--- config.mk ---
export PLATFORM = sky130hd
export DESIGN_NAME = sdram_core_arb_flat
export DESIGN_NICKNAME = d
export VERILOG_FILES = /design/src/rtl/sdram_arb_pkg.sv /design/src/rtl/sdram_core_arb_if.sv /design/src/rtl/sdram_tag_fifo.sv /design/src/rtl/sdram_core_arb.sv /design/src/flat_wrapper.sv
export SDC_FILE = /design/constraint.sdc
export NUM_CORES = 1
export LEC_CHECK = 0
export BUFFER_PORTS_ARGS = -buffer_cell sky130_fd_sc_hd__buf_2
export CORE_AREA = 2 2 164 166
export CTS_BUF_LIST = sky130_fd_sc_hd__clkbuf_16
export DETAILED_ROUTE_END_ITERATION = 8
export DIE_AREA = 0 0 166 168
export HOLD_SLACK_MARGIN = 0.1
export PLACE_DENSITY = 0.45
export SLEW_MARGIN = 15
export SYNTH_ARGS = -nofsm -noshare
export SYNTH_HDL_FRONTEND = slang
export SYNTH_SLANG_ARGS = --single-unit
--- constraint.sdc ---
create_clock -name clk -period 6.4 [get_ports clk]
set_input_delay 1.28 -clock clk [delete_from_list [all_inputs] [get_ports clk]]
set_output_delay 1.28 -clock clk [all_outputs]
set_load 0.01 [all_outputs]
--- src/rtl/sdram_arb_pkg.sv ---
// Shared types and helpers for the SDRAM core arbiter.
package sdram_arb_pkg;

    typedef enum logic {
        IDLE  = 1'b0,
        GRANT = 1'b1
    } arb_state_t;

    localparam int MAX_PORTS = 8;

    // First set bit of req at or after ptr, searching cyclically over n ports; 0 if none.
    function automatic logic [2:0] rr_pick(input logic [MAX_PORTS-1:0] req,
                                           input logic [2:0]           ptr,
                                           input int                   n);
        logic [2:0] pick;
        logic       found;
        int         idx;
        pick  = '0;
        found = 1'b0;
        for (int i = 0; i < MAX_PORTS; i++) begin
            idx = int'(ptr) + i;
            if (idx >= n) idx = idx - n;
            if (i < n && !found && req[idx[2:0]]) begin
                pick  = idx[2:0];
                found = 1'b1;
            end
        end
        return pick;
    endfunction

endpackage

--- src/rtl/sdram_core_arb_if.sv ---
// Downstream SDRAM core request/completion bus.
interface sdram_core_arb_if #(
    parameter int ADDR_WIDTH = 32,
    parameter int DATA_WIDTH = 32,
    parameter int BE_WIDTH   = DATA_WIDTH/8
);
    logic [BE_WIDTH-1:0]   m_wr;
    logic                  m_rd;
    logic [ADDR_WIDTH-1:0] m_addr;
    logic [DATA_WIDTH-1:0] m_write_data;
    logic                  m_accept;
    logic                  m_ack;
    logic                  m_error;
    logic [DATA_WIDTH-1:0] m_read_data;

    modport master (
        output m_wr, m_rd, m_addr, m_write_data,
        input  m_accept, m_ack, m_error, m_read_data
    );

    modport slave (
        input  m_wr, m_rd, m_addr, m_write_data,
        output m_accept, m_ack, m_error, m_read_data
    );
endinterface

--- src/rtl/sdram_tag_fifo.sv ---
// In-order port-ID tag FIFO; DEPTH must be a power of two so pointers wrap naturally.
module sdram_tag_fifo #(
    parameter int DEPTH = 4,
    parameter int WIDTH = 2,
    parameter int AW    = $clog2(DEPTH)
) (
    input  logic             clk,
    input  logic             rst_n,
    input  logic             push,
    input  logic [WIDTH-1:0] din,
    input  logic             pop,
    output logic [WIDTH-1:0] dout,
    output logic             full,
    output logic             empty,
    output logic [AW:0]      count
);
    logic [WIDTH-1:0] mem [DEPTH];
    logic [AW-1:0]    wr_ptr, rd_ptr;
    logic             do_push, do_pop;

    assign full    = (count == (AW+1)'(DEPTH));
    assign empty   = (count == '0);
    assign do_push = push & ~full;
    assign do_pop  = pop & ~empty;
    assign dout    = mem[rd_ptr];

    always_ff @(posedge clk) begin
        if (!rst_n) begin
            wr_ptr <= '0;
            rd_ptr <= '0;
            count  <= '0;
        end else begin
            if (do_push) wr_ptr <= wr_ptr + AW'(1);
            if (do_pop)  rd_ptr <= rd_ptr + AW'(1);
            case ({do_push, do_pop})
                2'b10:   count <= count + (AW+1)'(1);
                2'b01:   count <= count - (AW+1)'(1);
                default: count <= count;
            endcase
        end
    end

    always_ff @(posedge clk) begin
        if (do_push) mem[wr_ptr] <= din;
    end
endmodule

--- src/rtl/sdram_core_arb.sv ---
// N-port round-robin arbiter onto one SDRAM core port, with in-order ack routing.
// Optional SDRAM_CORE_ARB_PRIO0_EN: port 0 gets fixed top priority, others round-robin.
module sdram_core_arb
    import sdram_arb_pkg::*;
#(
    parameter int NUM_PORTS       = 4,
    parameter int ADDR_WIDTH      = 32,
    parameter int DATA_WIDTH      = 32,
    parameter int BE_WIDTH        = DATA_WIDTH/8,
    parameter int MAX_OUTSTANDING = 4,
    parameter int PORT_W          = $clog2(NUM_PORTS)
) (
    input  logic                                  clk,
    input  logic                                  rst_n,
    input  logic [NUM_PORTS-1:0][BE_WIDTH-1:0]    p_wr,
    input  logic [NUM_PORTS-1:0]                  p_rd,
    input  logic [NUM_PORTS-1:0][ADDR_WIDTH-1:0]  p_addr,
    input  logic [NUM_PORTS-1:0][DATA_WIDTH-1:0]  p_write_data,
    output logic [NUM_PORTS-1:0]                  p_accept,
    output logic [NUM_PORTS-1:0]                  p_ack,
    output logic [NUM_PORTS-1:0]                  p_error,
    output logic [DATA_WIDTH-1:0]                 p_read_data,
    sdram_core_arb_if.master                      m,
    output logic                                  spurious_ack
);
    localparam int CNT_W = $clog2(MAX_OUTSTANDING) + 1;

    arb_state_t           state_q, state_d;
    logic [PORT_W-1:0]    g_q, g_d, rr_ptr_q, rr_d, pick, g_nxt;
    logic [NUM_PORTS-1:0] req;
    logic [MAX_PORTS-1:0] req_ext;
    logic                 push, pop, tag_full, tag_empty;
    logic [PORT_W-1:0]    head;
    logic [CNT_W-1:0]     tag_cnt;

    always_comb begin
        for (int i = 0; i < NUM_PORTS; i++) req[i] = (|p_wr[i]) | p_rd[i];
    end

    always_comb begin
        req_ext = '0;
        req_ext[NUM_PORTS-1:0] = req;
`ifdef SDRAM_CORE_ARB_PRIO0_EN
        if (req[0]) pick = '0;
        else        pick = PORT_W'(rr_pick(req_ext & ~8'h01, 3'(rr_ptr_q), NUM_PORTS));
`else
        pick = PORT_W'(rr_pick(req_ext, 3'(rr_ptr_q), NUM_PORTS));
`endif
    end

    assign g_nxt = (g_q == PORT_W'(NUM_PORTS-1)) ? '0 : g_q + PORT_W'(1);

    always_comb begin
        state_d        = state_q;
        g_d            = g_q;
        rr_d           = rr_ptr_q;
        push           = 1'b0;
        p_accept       = '0;
        m.m_wr         = '0;
        m.m_rd         = 1'b0;
        m.m_addr       = '0;
        m.m_write_data = '0;
        unique case (state_q)
            IDLE: begin
                // Full is judged on the registered count; a same-cycle pop does not open a slot.
                if (|req && tag_cnt < CNT_W'(MAX_OUTSTANDING)) begin
                    state_d = GRANT;
                    g_d     = pick;
                end
            end
            GRANT: begin
                m.m_wr         = p_wr[g_q];
                m.m_rd         = p_rd[g_q] & ~(|p_wr[g_q]);
                m.m_addr       = p_addr[g_q];
                m.m_write_data = p_write_data[g_q];
                if (!req[g_q]) begin
                    state_d = IDLE;
                end else if (m.m_accept) begin
                    p_accept[g_q] = 1'b1;
                    push          = 1'b1;
                    state_d       = IDLE;
`ifdef SDRAM_CORE_ARB_PRIO0_EN
                    if (g_q != '0) rr_d = g_nxt;
`else
                    rr_d = g_nxt;
`endif
                end
            end
            default: state_d = IDLE;
        endcase
    end

    always_ff @(posedge clk) begin
        if (!rst_n) begin
            state_q      <= IDLE;
            g_q          <= '0;
            rr_ptr_q     <= '0;
            spurious_ack <= 1'b0;
        end else begin
            state_q  <= state_d;
            g_q      <= g_d;
            rr_ptr_q <= rr_d;
            if (m.m_ack && tag_empty) spurious_ack <= 1'b1;
        end
    end

    assign pop = m.m_ack & ~tag_empty;

    sdram_tag_fifo #(
        .DEPTH (MAX_OUTSTANDING),
        .WIDTH (PORT_W)
    ) u_tag_fifo (
        .clk   (clk),
        .rst_n (rst_n),
        .push  (push & ~tag_full),
        .din   (g_q),
        .pop   (pop),
        .dout  (head),
        .full  (tag_full),
        .empty (tag_empty),
        .count (tag_cnt)
    );

    always_comb begin
        p_ack   = '0;
        p_error = '0;
        if (pop) begin
            p_ack[head]   = 1'b1;
            p_error[head] = m.m_error;
        end
    end

    assign p_read_data = m.m_read_data;
endmodule

--- src/flat_wrapper.sv ---
// flat-port wrapper written by rule: the top's interface ports become plain ports
module sdram_core_arb_flat import sdram_arb_pkg::*;
#(
    parameter int NUM_PORTS       = 4,
    parameter int ADDR_WIDTH      = 32,
    parameter int DATA_WIDTH      = 32,
    parameter int BE_WIDTH        = DATA_WIDTH/8,
    parameter int MAX_OUTSTANDING = 4,
    parameter int PORT_W          = $clog2(NUM_PORTS)
)
  (clk, rst_n, p_wr, p_rd, p_addr, p_write_data, p_accept, p_ack, p_error, p_read_data, spurious_ack, m_m_wr, m_m_rd, m_m_addr, m_m_write_data, m_m_accept, m_m_ack, m_m_error, m_m_read_data);
  sdram_core_arb_if #(.ADDR_WIDTH(ADDR_WIDTH), .DATA_WIDTH(DATA_WIDTH), .BE_WIDTH(BE_WIDTH)) m_i ();
  input  logic clk;
  input  logic rst_n;
  input  logic [NUM_PORTS-1:0][BE_WIDTH-1:0] p_wr;
  input  logic [NUM_PORTS-1:0] p_rd;
  input  logic [NUM_PORTS-1:0][ADDR_WIDTH-1:0] p_addr;
  input  logic [NUM_PORTS-1:0][DATA_WIDTH-1:0] p_write_data;
  output logic [NUM_PORTS-1:0] p_accept;
  output logic [NUM_PORTS-1:0] p_ack;
  output logic [NUM_PORTS-1:0] p_error;
  output logic [DATA_WIDTH-1:0] p_read_data;
  output logic spurious_ack;
  output wire logic [$bits(m_i.m_wr)-1:0] m_m_wr;
  output wire logic [$bits(m_i.m_rd)-1:0] m_m_rd;
  output wire logic [$bits(m_i.m_addr)-1:0] m_m_addr;
  output wire logic [$bits(m_i.m_write_data)-1:0] m_m_write_data;
  input wire logic [$bits(m_i.m_accept)-1:0] m_m_accept;
  input wire logic [$bits(m_i.m_ack)-1:0] m_m_ack;
  input wire logic [$bits(m_i.m_error)-1:0] m_m_error;
  input wire logic [$bits(m_i.m_read_data)-1:0] m_m_read_data;
  assign m_m_wr = m_i.m_wr;
  assign m_m_rd = m_i.m_rd;
  assign m_m_addr = m_i.m_addr;
  assign m_m_write_data = m_i.m_write_data;
  assign m_i.m_accept = m_m_accept;
  assign m_i.m_ack = m_m_ack;
  assign m_i.m_error = m_m_error;
  assign m_i.m_read_data = m_m_read_data;
  sdram_core_arb #(.NUM_PORTS(NUM_PORTS), .ADDR_WIDTH(ADDR_WIDTH), .DATA_WIDTH(DATA_WIDTH), .BE_WIDTH(BE_WIDTH), .MAX_OUTSTANDING(MAX_OUTSTANDING), .PORT_W(PORT_W)) u_core (.clk(clk), .rst_n(rst_n), .p_wr(p_wr), .p_rd(p_rd), .p_addr(p_addr), .p_write_data(p_write_data), .p_accept(p_accept), .p_ack(p_ack), .p_error(p_error), .p_read_data(p_read_data), .m(m_i), .spurious_ack(spurious_ack));
endmodule
==> metrics.md, run 1 <==
| Metric | Value |
|---|---|
| Status | completed |
| Adder and majority gate portion of the synthesized area | 0.0360 |
| CP endpoint kind | primary output |
| Most area-consuming cells after synthesis | mux4_2 43%, and2_1 13%, dfxtp_1 8.2% |
| GPL Wtd Cong | roughly 0.75 |
| Clock Skew | ~1.4 ps |
| Most instantiated cells after synthesis | 74 x and2_1, 71 x mux4_2, 32 x buf_4, 18 x nand2_1 |
| Hold-fix buffers at CTS | 0 |
| Overflow after GRT | 0 |
| Met2 routed WL | 8.38 mm |
| First-pass GRT wire length | 23.9 mm |
| Synth Register Bits | 23 |
| Row count | 60 |
| Sinks on Clock Net | 23 |
| Residual DRC count | 0 |
| Max layer used | met5 |
| Post-synthesis simple-gate area fraction | 0.209 |
| Lkg Pwr | approximately 0.0026 uW |
| Kind of critical path | in2out |
| CP required | a little over 5000 ps |
| RSZ-0062 raised after global routing | false |
| Actual slew at the worst max-slew pin | 780 ps |
| Largest net degree at the start of global routing | 52 |
| Synth warn | 0 |
| Initial DRC count | 161 |
| Register area share after synthesis | 0.147 |
| H-tree Lvls | 1 |
| Gate Count Post-Synth | about 330 |
| Crit-path most repeated cell | buf_2 |
| CTS clk-pin slew, worst paths | ~60 ps |
| Num CTS Buffers | 3 |
| Mapped Area | around 3700 sq um |
| Slowest CP cell | or4_4 |
| Critical Path Fanout Max | 6 |
| Mux cell area share after synthesis | 0.445 |
| Fin crit period | around 4200 ps |
| Iteration count of the initial detailed-routing pass | 4 |
| Antenna cell count | 0 |
| Setup Viol. Count Final | 0 |
| Gr usage total | 0.111 |
| Top-area cell type share of the netlist area | 0.434 |
| Synth area leader | mux4_2 |
| Synth Area in Compound Gates | 0.0428 |
| Fin Hold WS | 493 ps |
| Post-synth EDFFs | 8 |
| Post-synth ARST share | 0 |
| Area grow syn2layout | 53.9% |
| PwrDens | 188 nW/um^2 |
| Dpl hpwl | about 15 mm |
| DIE AREA | 27900 sq um |
| Core area | 26400 sq um |
| Max-cap violations | 0 |
| Max clock buf depth | 2 |
| DR WL/cell | between 15 and 20 um |
| Vias per std cell | between 4 and 5 |
| Initial Util | 0.140 |
| Met3 Routed Length | 1.21 mm |
| Setup Buffers After CTS | 0 |
| I/O Buffers | 362 |
| Share of layout cells above drive strength 1 | 0.696 |
| Worst skew pair latency | 260 ps |
| Boundary pin count | around 430 |
| Largest family of logic cells by synthesized area | multiplexers |
| Predominant post-synthesis flop cell | dfxtp_1 |
| CTS tree | built |
| Setup crit start kind | input port |
| Die Ht | around 170 um |
| Via count | ~4000 |
| Period utilisation layout | 0.659 |
| Cell at the root of the clock tree | clkbuf_16 |
| WL met1 | 6.79 mm |
| Final hold viol count | 0 |
| Worst hold-check path type | reg2reg |
| Post-synthesis average cell area | between 10 and 15 sq um |
| Synth Net Count | 657 |
| Most common cell in the netlist | and2_1 |
| Total Neg Setup Slack | 0 ps |
| Fmax | 0.237 GHz |
| Detail Route Antenna Nets | 0 |
| CTS resizes | 0 |
| Yosys cell types | 44 |
| Antenna violations before repair | 3 |
| DRT Wirelength | between 15 and 20 mm |
| Slowest stage delay, CP | 550 ps |
| Die X-Extent | 166 um |
| Max-slew violations | 0 |
| Peak supply drop | 70.3 uV |
| Slew HR | 0.480 |
| Nets@finish | 969 |
| Number of global-route vias before repair | 3967 |
| CP cell instances | buf_2 > or4_4 > nor3_1 > a311oi_1 > o211ai_2 > nor2b_1 > buf_2 |
| Xor-xnor portion of the synthesized cell area | 0.00951 |
| Worst EP arrival | 2940 ps |
[final cells by class]
type / count / area (sq um)
fill: 2938 / 20700
multi-input combinational: 243 / 2730
timing repair buffer: 366 / 1840
sequential: 23 / 549
tap: 341 / 427
clock buffer: 3 / 75.1
inverter: 9 / 33.8
clock inverter: 1 / 7.51
[report_power, final]
part | internal, uW | switching, uW
Combinational | 384 | 325
Sequential | 177 | 39.7
Clock | 84.8 | 55.4
Total | 646 | 420
[path summary, 6_finish.rpt]
kind | start | cells past startpoint | to | slack [ps]
max reg2reg | u_core.g_q[0] | 9 | u_core.u_tag_fifo.count[2] | 3270
max | p_wr[8] | 7 | p_accept[0] | 2180
min reg2reg | u_core.spurious_ack | 2 | u_core.spurious_ack | 490
min | u_core.spurious_ack | 2 | u_core.spurious_ack | 490
[metrics by stage]
step	util	power, uW	worst slack [ps]	cells	cell area, sq um
after floorplan	-	701	2620	334	3680
after global routing	0.215	1150	2030	986	5670
after detailed placement	0.212	944	2200	982	5590
final	0.215	1070	2180	986	5670
after CTS	0.215	1090	2200	986	5670
after global placement	0.212	945	2210	982	5590
[layout by cell type (no fill, tap or decap), types with 2 or more instances in the layout]
master and n:
nand2b_1 3, mux2i_1 4, dfxtp_4 2, nor2_1 11, buf_2 362, clkbuf_16 3, nor2b_1 10, nand2_1 18
ha_1 9, inv_1 9, o21ai_0 4, nand3_1 4, buf_4 4, nor3_1 6, xnor2_1 3, or3_1 2
a21oi_1 2, mux4_2 71, and2_1 74, edfxtp_1 8, dfxtp_1 12
[state kept, by name, summed over array words and instances (netlist names), named ones only]
register,flops
u_core.u_tag_fifo.mem,8
u_core.u_tag_fifo.count,3
u_core.g_q,2
u_core.rr_ptr_q,2
u_core.u_tag_fifo.rd_ptr,2
u_core.u_tag_fifo.wr_ptr,2
u_core.spurious_ack,1
u_core.state_q,1
[worst max-delay path: cells and delay by family]
family          cells  cell delay, ps
compound gates      2             590
buf+inv             2             260
simple gates        3             800
[routing by layer]
| layer | vias to the layer above | global-route usage |
|---|---|---|
| li1 | 1852 | - |
| met1 | 1959 | 0.141 |
| met2 | 251 | 0.194 |
| met3 | 23 | 0.0205 |
| met4 | 2 | 0.0268 |
| met5 | - | 0 |
[cells by family after synthesis]
kind of cell / count (synthesis)
mux: 75
flops: 23
simple gates: 134
xor+xnor: 4
compound gates: 20
fa+ha+maj: 10
buf+inv: 68
(Power assumes the default switching activity.)
==> inputs of run 2 (changes only) <==
--- a/config.mk
+++ b/config.mk
@@ -6,12 +6,12 @@
 export NUM_CORES = 1
 export LEC_CHECK = 0
 export BUFFER_PORTS_ARGS = -buffer_cell sky130_fd_sc_hd__buf_2
-export CORE_AREA = 2 2 164 166
+export CORE_AREA = 2 2 168 170
 export CTS_BUF_LIST = sky130_fd_sc_hd__clkbuf_16
 export DETAILED_ROUTE_END_ITERATION = 8
-export DIE_AREA = 0 0 166 168
+export DIE_AREA = 0 0 170 172
 export HOLD_SLACK_MARGIN = 0.1
-export PLACE_DENSITY = 0.45
+export PLACE_DENSITY = 0.43
 export SLEW_MARGIN = 15
 export SYNTH_ARGS = -nofsm -noshare
 export SYNTH_HDL_FRONTEND = slang
==> constraint.sdc (replaced) <==
create_clock -name clk -period 3.9 [get_ports clk]
set_input_delay 0.78 -clock clk [delete_from_list [all_inputs] [get_ports clk]]
set_output_delay 0.78 -clock clk [all_outputs]
set_load 0.01 [all_outputs]
==> run 2 against run 1 <==
  * Largest cell class unchanged
  * Final cell count up 0.71%
  * Routed wire length grew 0.54%
  * Non-clock buffer count up 1
  * Combinational power grew 62%
  * Critical path type is now in2reg
  * Clock skew hardly changed
  * Total power up 63%
  * Die area increased by 4.8%
  * Highest routed layer unchanged
  * Global-route usage decreased by 0.86 points
==> metrics.md, run 2 (same netlist as run 1, synthesis figures left out) <==
| Metric | Value |
|---|---|
| Fin Hold WS | 494 ps (+0.732 ps) |
| Max FFs per register | 8 (unchanged) |
| Largest net degree at the start of global routing | 51 (-1.9%) |
| Slew HR | 0.592 (+0.111) |
| Most frequent cells in the layout | 362 x buf_2, 74 x and2_1, 71 x mux4_2 |
| Overflow after GRT | 0 (unchanged) |
| Core area | 27500 sq um (+4.3%) |
| Hold Crit Depth | 2 (unchanged) |
| NetSw | 677 uW (+61%) |
| Status | completed |
| Internal power | 1060 uW (+65%) |
| PwrDens | 306 nW/um^2 (+63%) |
| Placed cells | 988 (+0.61%) |
| Worst hold-check path type | reg2reg |
| Dpl hpwl | 14.8 mm (+1.9%) |
| Max-cap violations | 0 (unchanged) |
| First-pass GRT wire length | 22.7 mm (-5.1%) |
| Worst EP arrival | 3420 ps (+480 ps) |
| Seq pwr share | 0.214 (+0.010) |
| Lkg Pwr | 0.00262 uW (+0.53%) |
| Sinks on Clock Net | 23 (unchanged) |
| RSZ-0062 raised after global routing | false |
| Reg area | 549 sq um (unchanged) |
| Fin crit period | 3240 ps |
| Fmax | 0.308 GHz |
| CTS resizes | 0 (unchanged) |
| I/O Buffers | 362 (unchanged) |
| Critical Path Fanout Max | 7 (+1) |
| Via count | 4044 (-1.1%) |
| Final cell count without fillers | 993 (+0.71%) |
| Kind of critical path | in2reg |
| Cell at the root of the clock tree | clkbuf_16 |
| Hold-fix buffers at CTS | 0 (unchanged) |
| H-tree Lvls | 1 (unchanged) |
| Boundary pin count | 427 (unchanged) |
| Hold Path End | u_core.spurious_ack |
| DR WL/cell | 16.9 um (-0.16%) |
| DRT Wirelength | 16.8 mm (+0.54%) |
| Final hold viol count | 0 (unchanged) |
| Num CTS Buffers | 3 (unchanged) |
| Net Sw Frac | 0.389 (-0.00496) |
| Die X-Extent | 170 um (+2.4%) |
| Detail Route Antenna Nets | 0 (unchanged) |
| Most common library cell in the layout ignoring fill and taps | buf_2 |
| Max-slew violations | 0 (unchanged) |
| GPL Wtd Cong | 0.753 (+0.68%) |
| Initial Util | 0.134 (-0.00573) |
| CTS tree | built |
| Area grow syn2layout | 54.6% |
| Clock power frac | 0.126 (-0.005) |
| Die Ht | 172 um (+2.4%) |
| Period utilisation layout | 0.831 |
| Share of layout cells above drive strength 1 | 0.695 (-0.00108) |
| Max clock buf depth | 2 (unchanged) |
| Fill cells | 3088 (+5.1%) |
| Worst R2R Start | u_core.g_q[0] |
| Combinational power share | 0.660 (-0.005) |
| Iteration count of the initial detailed-routing pass | 4 (unchanged) |
| Area of the multi-input gates | 2730 sq um (unchanged) |
| CTS clk-pin slew, worst paths | 60 ps (about the same) |
| DIE AREA | 29200 sq um (+4.8%) |
| Actual slew at the worst max-slew pin | 609 ps (-171 ps) |
| Nets@finish | 970 (+0.10%) |
| Setup Viol. Count Final | 0 (unchanged) |
| CP required | 4080 ps (-1040 ps) |
| Residual DRC count | 0 (unchanged) |
| Post-route design area | 5690 sq um (+0.44%) |
| Largest Register | u_core.u_tag_fifo.mem |
| Worst Hold Launch | u_core.spurious_ack |
| Reg2reg setup slack | 1090 ps (-2180 ps) |
| Clock Skew | 1.16 ps (-0.229 ps) |
| Antenna violations before repair | 2 (-1) |
| Total Neg Setup Slack | 0 ps (unchanged) |
| Initial DRC count | 81 (-50%) |
| Reg-to-Reg End | u_core.u_tag_fifo.count[2] |
| Reg2Reg Depth | 9 (unchanged) |
| Worst skew pair latency | 250 ps (about the same) |
| CP endpoint kind | flop |
| Vias per std cell | 4.07 (-1.7%) |
| Row count | 61 (+1.7%) |
| Setup crit start kind | input port |
| Number of global-route vias before repair | 3909 (-1.5%) |
| Setup Buffers After CTS | 0 (unchanged) |
| Gr usage total | 0.102 (-0.00861) |
| Biggest regs | u_core.u_tag_fifo.mem x8, u_core.u_tag_fifo.count x3 |
| Placed cell areas | 5610 sq um (+0.47%) |
| Peak supply drop | 144 uV (+100%) |
-- run 2: power by group through the flow --
stage | sequential [uW] | clock [uW] | combinational, uW
final | 372 | 219 | 1150
after global routing | 389 | 237 | 1260
after CTS | 378 | 228 | 1180
after detailed placement | 384 | 0 | 1170
after global placement | 384 | 0 | 1170
after floorplan | 320 | 0 | 830
-- run 2: how the worst max path moves through the flow --
stage,endpoint,startpoint,slack [ps],depth (start not counted)
global route,u_core.u_tag_fifo.count[2],p_wr[1],370,11
floorplan,u_core.u_tag_fifo.count[2],p_wr[8],710,10
CTS,u_core.u_tag_fifo.count[2],p_wr[8],620,11
global placement,u_core.u_tag_fifo.count[2],p_wr[8],420,11
detailed placement,u_core.u_tag_fifo.count[2],p_wr[8],360,11
finish,u_core.u_tag_fifo.count[2],p_wr[8],660,11
-- run 2: area by class of cell --
cell class | instances | share of cell area
multi-input combinational | 243 | 0.480
timing repair buffer | 367 | 0.327
clock inverter | 1 | 0.000659
tap | 346 | 0.0760
clock buffer | 3 | 0.0132
antenna | 1 | 0.000440
sequential | 23 | 0.0965
inverter | 9 | 0.00593
-- run 2: layer usage --
metal / part of all wire / GRT usage / up-vias
li1: - / - / 1857
met1: 0.40 / 0.130 / 1942
met2: 0.51 / 0.179 / 227
met3: 0.079 / 0.0236 / 16
met4: 0.011 / 0.0164 / 2
met5: 0.00095 / 0 / -
-- run 2: critical path: stages --
cell and delay, ps:
buf_2 110, or4_4 540, nor3_1 140, a311oi_1 120, o2111ai_2 430, ha_1 250, inv_1 60, fa_1 370
xor2_1 150, or3_1 290, a21boi_0 170
-- run 2: per-stage QoR --
step	setup slack [ps]	power, uW	utilization
after floorplan	711	1150	-
after global placement	418	1560	0.204
after detailed placement	360	1550	0.204
after CTS	624	1780	0.207
after global routing	371	1890	0.207
final	658	1740	0.207
==> inputs of run 3 (changes only) <==
--- a/config.mk
+++ b/config.mk
@@ -6,12 +6,12 @@
 export NUM_CORES = 1
 export LEC_CHECK = 0
 export BUFFER_PORTS_ARGS = -buffer_cell sky130_fd_sc_hd__buf_2
-export CORE_AREA = 2 2 168 170
+export CORE_AREA = 2 2 164 166
 export CTS_BUF_LIST = sky130_fd_sc_hd__clkbuf_16
 export DETAILED_ROUTE_END_ITERATION = 8
-export DIE_AREA = 0 0 170 172
+export DIE_AREA = 0 0 166 168
 export HOLD_SLACK_MARGIN = 0.1
-export PLACE_DENSITY = 0.43
+export PLACE_DENSITY = 0.46
 export SLEW_MARGIN = 15
 export SYNTH_ARGS = -nofsm -noshare
 export SYNTH_HDL_FRONTEND = slang
==> constraint.sdc (replaced) <==
create_clock -name clk -period 2.6 [get_ports clk]
set_input_delay 0.52 -clock clk [delete_from_list [all_inputs] [get_ports clk]]
set_output_delay 0.52 -clock clk [all_outputs]
set_load 0.01 [all_outputs]
==> run 3 against run 2 <==
  * The run now ends with negative setup slack left
  * Global-route usage grew 1.5 points
  * Count of clock-buffer cells in the layout did not move
  * Flip-flop and latch count did not move
  * Core utilization increased by 2.0 points
  * Sequential share of layout area decreased by 0.47 points
  * Final cell count is 1.6% higher
  * Via count is 2.4% higher
  * Register-to-register slack worse by 850 ps
  * Die area decreased by 4.6%
  * Setup slack lost 690 ps
==> metrics.md, run 3 (same netlist as run 1, synthesis figures left out) <==
| Metric | Value |
|---|---|
| Max-slew violations | 0 (unchanged) |
| Combinational power share | 0.704 (+0.044) |
| Fill cells | 2903 (-6.0%) |
| Worst skew pair latency | 260 ps (about the same) |
| Core area | 26400 sq um (-4.1%) |
| Worst R2R Start | u_core.g_q[0] |
| Setup Viol. Count Final | 3 (+3) |
| Iteration count of the initial detailed-routing pass | 4 (unchanged) |
| Placed cells | 1001 (+1.3%) |
| Initial Util | 0.140 (+0.00573) |
| I/O Buffers | 362 (unchanged) |
| Critical Path Fanout Max | 5 (-2) |
| Gr usage total | 0.117 (+0.0149) |
| DRT Wirelength | 17.5 mm (+4.2%) |
| Area grow syn2layout | 62.6% |
| Worst EP arrival | 2110 ps (-1310 ps) |
| Max FFs per register | 8 (unchanged) |
| Total Neg Setup Slack | -45.7 ps (-45.7 ps) |
| Die Ht | 168 um (-2.3%) |
| Setup crit start kind | flop |
| Kind of critical path | reg2out |
| Hold Crit Depth | 2 (unchanged) |
| Clock Skew | 1.54 ps (+0.372 ps) |
| GPL Wtd Cong | 0.769 (+2.0%) |
| Detail Route Antenna Nets | 0 (unchanged) |
| Largest net degree at the start of global routing | 43 (-16%) |
| Via count | 4141 (+2.4%) |
| Worst hold-check path type | reg2reg |
| Worst Hold Launch | u_core.spurious_ack |
| Vias per std cell | 4.10 (+0.77%) |
| Most frequent cells in the layout | 359 x buf_2, 71 x mux4_2, 70 x and2_1 |
| Max clock buf depth | 2 (unchanged) |
| Setup ws final | -32.5 ps (-690 ps) |
| Biggest regs | u_core.u_tag_fifo.mem x8, u_core.u_tag_fifo.count x3 |
| Clock power frac | 0.118 (-0.008) |
| Most common library cell in the layout ignoring fill and taps | buf_2 |
| Final cell count without fillers | 1009 (+1.6%) |
| Peak supply drop | 182 uV (+26%) |
| Actual slew at the worst max-slew pin | 549 ps (-60.0 ps) |
| Crit. Startpoint | u_core.g_q[0] |
| Hold-fix buffers at CTS | 0 (unchanged) |
| Sinks on Clock Net | 23 (unchanged) |
| Die X-Extent | 166 um (-2.4%) |
| PwrDens | 471 nW/um^2 (+54%) |
| Antenna violations before repair | 5 (+3) |
| Fin crit period | 2630 ps |
| Fmax | 0.380 GHz |
| Num CTS Buffers | 3 (unchanged) |
| Net Sw Frac | 0.382 (-0.00681) |
| Nets@finish | 991 (+2.2%) |
| Row count | 60 (-1.6%) |
| CTS tree | built |
| Initial DRC count | 132 (+63%) |
| RSZ-0062 raised after global routing | true |
| Lkg Pwr | 0.00276 uW (+5.5%) |
| CP required | 2080 ps (-2000 ps) |
| DIE AREA | 27900 sq um (-4.6%) |
| Max-cap violations | 0 (unchanged) |
| Residual DRC count | 0 (unchanged) |
| H-tree Lvls | 1 (unchanged) |
| Boundary pin count | 427 (unchanged) |
| First-pass GRT wire length | 25.0 mm (+10%) |
| NetSw | 1080 uW (+59%) |
| Largest Register | u_core.u_tag_fifo.mem |
| Slew HR | 0.634 (+0.0428) |
| Reg2Reg Depth | 10 (+1) |
| Internal power | 1740 uW (+64%) |
| Dpl hpwl | 15.1 mm (+2.0%) |
| Overflow after GRT | 0 (unchanged) |
| Status | complete, but fails checks |
| DR WL/cell | 17.4 um (+2.6%) |
| Final hold viol count | 0 (unchanged) |
| Share of layout cells above drive strength 1 | 0.723 (+0.0276) |
| Failing checks | negative setup slack |
| Cell at the root of the clock tree | clkbuf_16 |
| Number of global-route vias before repair | 4188 (+7.1%) |
| Power, Total | 2820 uW (+62%) |
| Seq pwr share | 0.178 (-0.036) |
| CP endpoint kind | primary output |
| Period utilisation layout | 1.01 |
| CTS clk-pin slew, worst paths | 60 ps (about the same) |
[run 3: cell count changes in the layout (fill, tap and decap cells not counted), sizes merged]
cell,previous run,this run
clkinv,0,1
inv,10,9
bufbuf,0,1
buf,367,387
[run 3: area by class of cell]
| cell class | instances | area (sq um) | share of cell area |
|---|---|---|---|
| multi-input cells | 243 | 2790 | 0.465 |
| repair buffers | 388 | 2110 | 0.352 |
| flip-flops and latches | 23 | 549 | 0.0917 |
| well taps | 341 | 427 | 0.0713 |
| clock buffers | 3 | 75.1 | 0.0125 |
| inverters | 9 | 33.8 | 0.00564 |
| clock inverters | 1 | 5.00 | 0.000836 |
| diodes | 1 | 2.50 | 0.000418 |
[run 3: stage by stage]
step,hold slack (ps),utilization,instance area (sq um),setup WS (ps)
final,486,0.227,5990,-32.5
after global routing,529,0.227,5990,-128
after CTS,495,0.225,5930,-48.5
after detailed placement,478,0.219,5770,-376
after global placement,471,0.219,5770,-336
after floorplan,471,-,3700,-311
[run 3: critical path, cell delays in order (launching register included)]
cell	delay (ps)
dfxtp_4	420
mux4_2	530
or4b_4	570
nor3b_2	180
buf_2	160
[run 3: power by group through the flow]
stage / logic, uW / registers, uW / clock network (uW)
2_1_floorplan: 1260 / 480 / 0
6_report: 1980 / 501 / 334
3_3_place_gp: 1920 / 507 / 0
3_5_place_dp: 1920 / 509 / 0
5_1_grt: 2170 / 512 / 363
4_1_cts: 2000 / 502 / 350
[run 3: metal layers]
metal	GRT usage	up-vias	wire length [um]
met5	0	-	8
met4	0.0253	2	269
met3	0.0212	25	1150
met2	0.207	237	8930
met1	0.149	1981	7180
li1	-	1896	-
[run 3: repair_timing]
action | CTS | global route
gates cloned | 1 | 0
setup buffers | 1 | 1
endpoints found under the setup margin | 12 | 10
pin swaps | 7 | 3
resized for setup | 8 | 10
[run 3: final timing paths]
check	end	slack (ps)
max	m_m_rd	-30
min	u_core.spurious_ack	490
max reg2reg	u_core.u_tag_fifo.count[2]	240
min reg2reg	u_core.spurious_ack	490
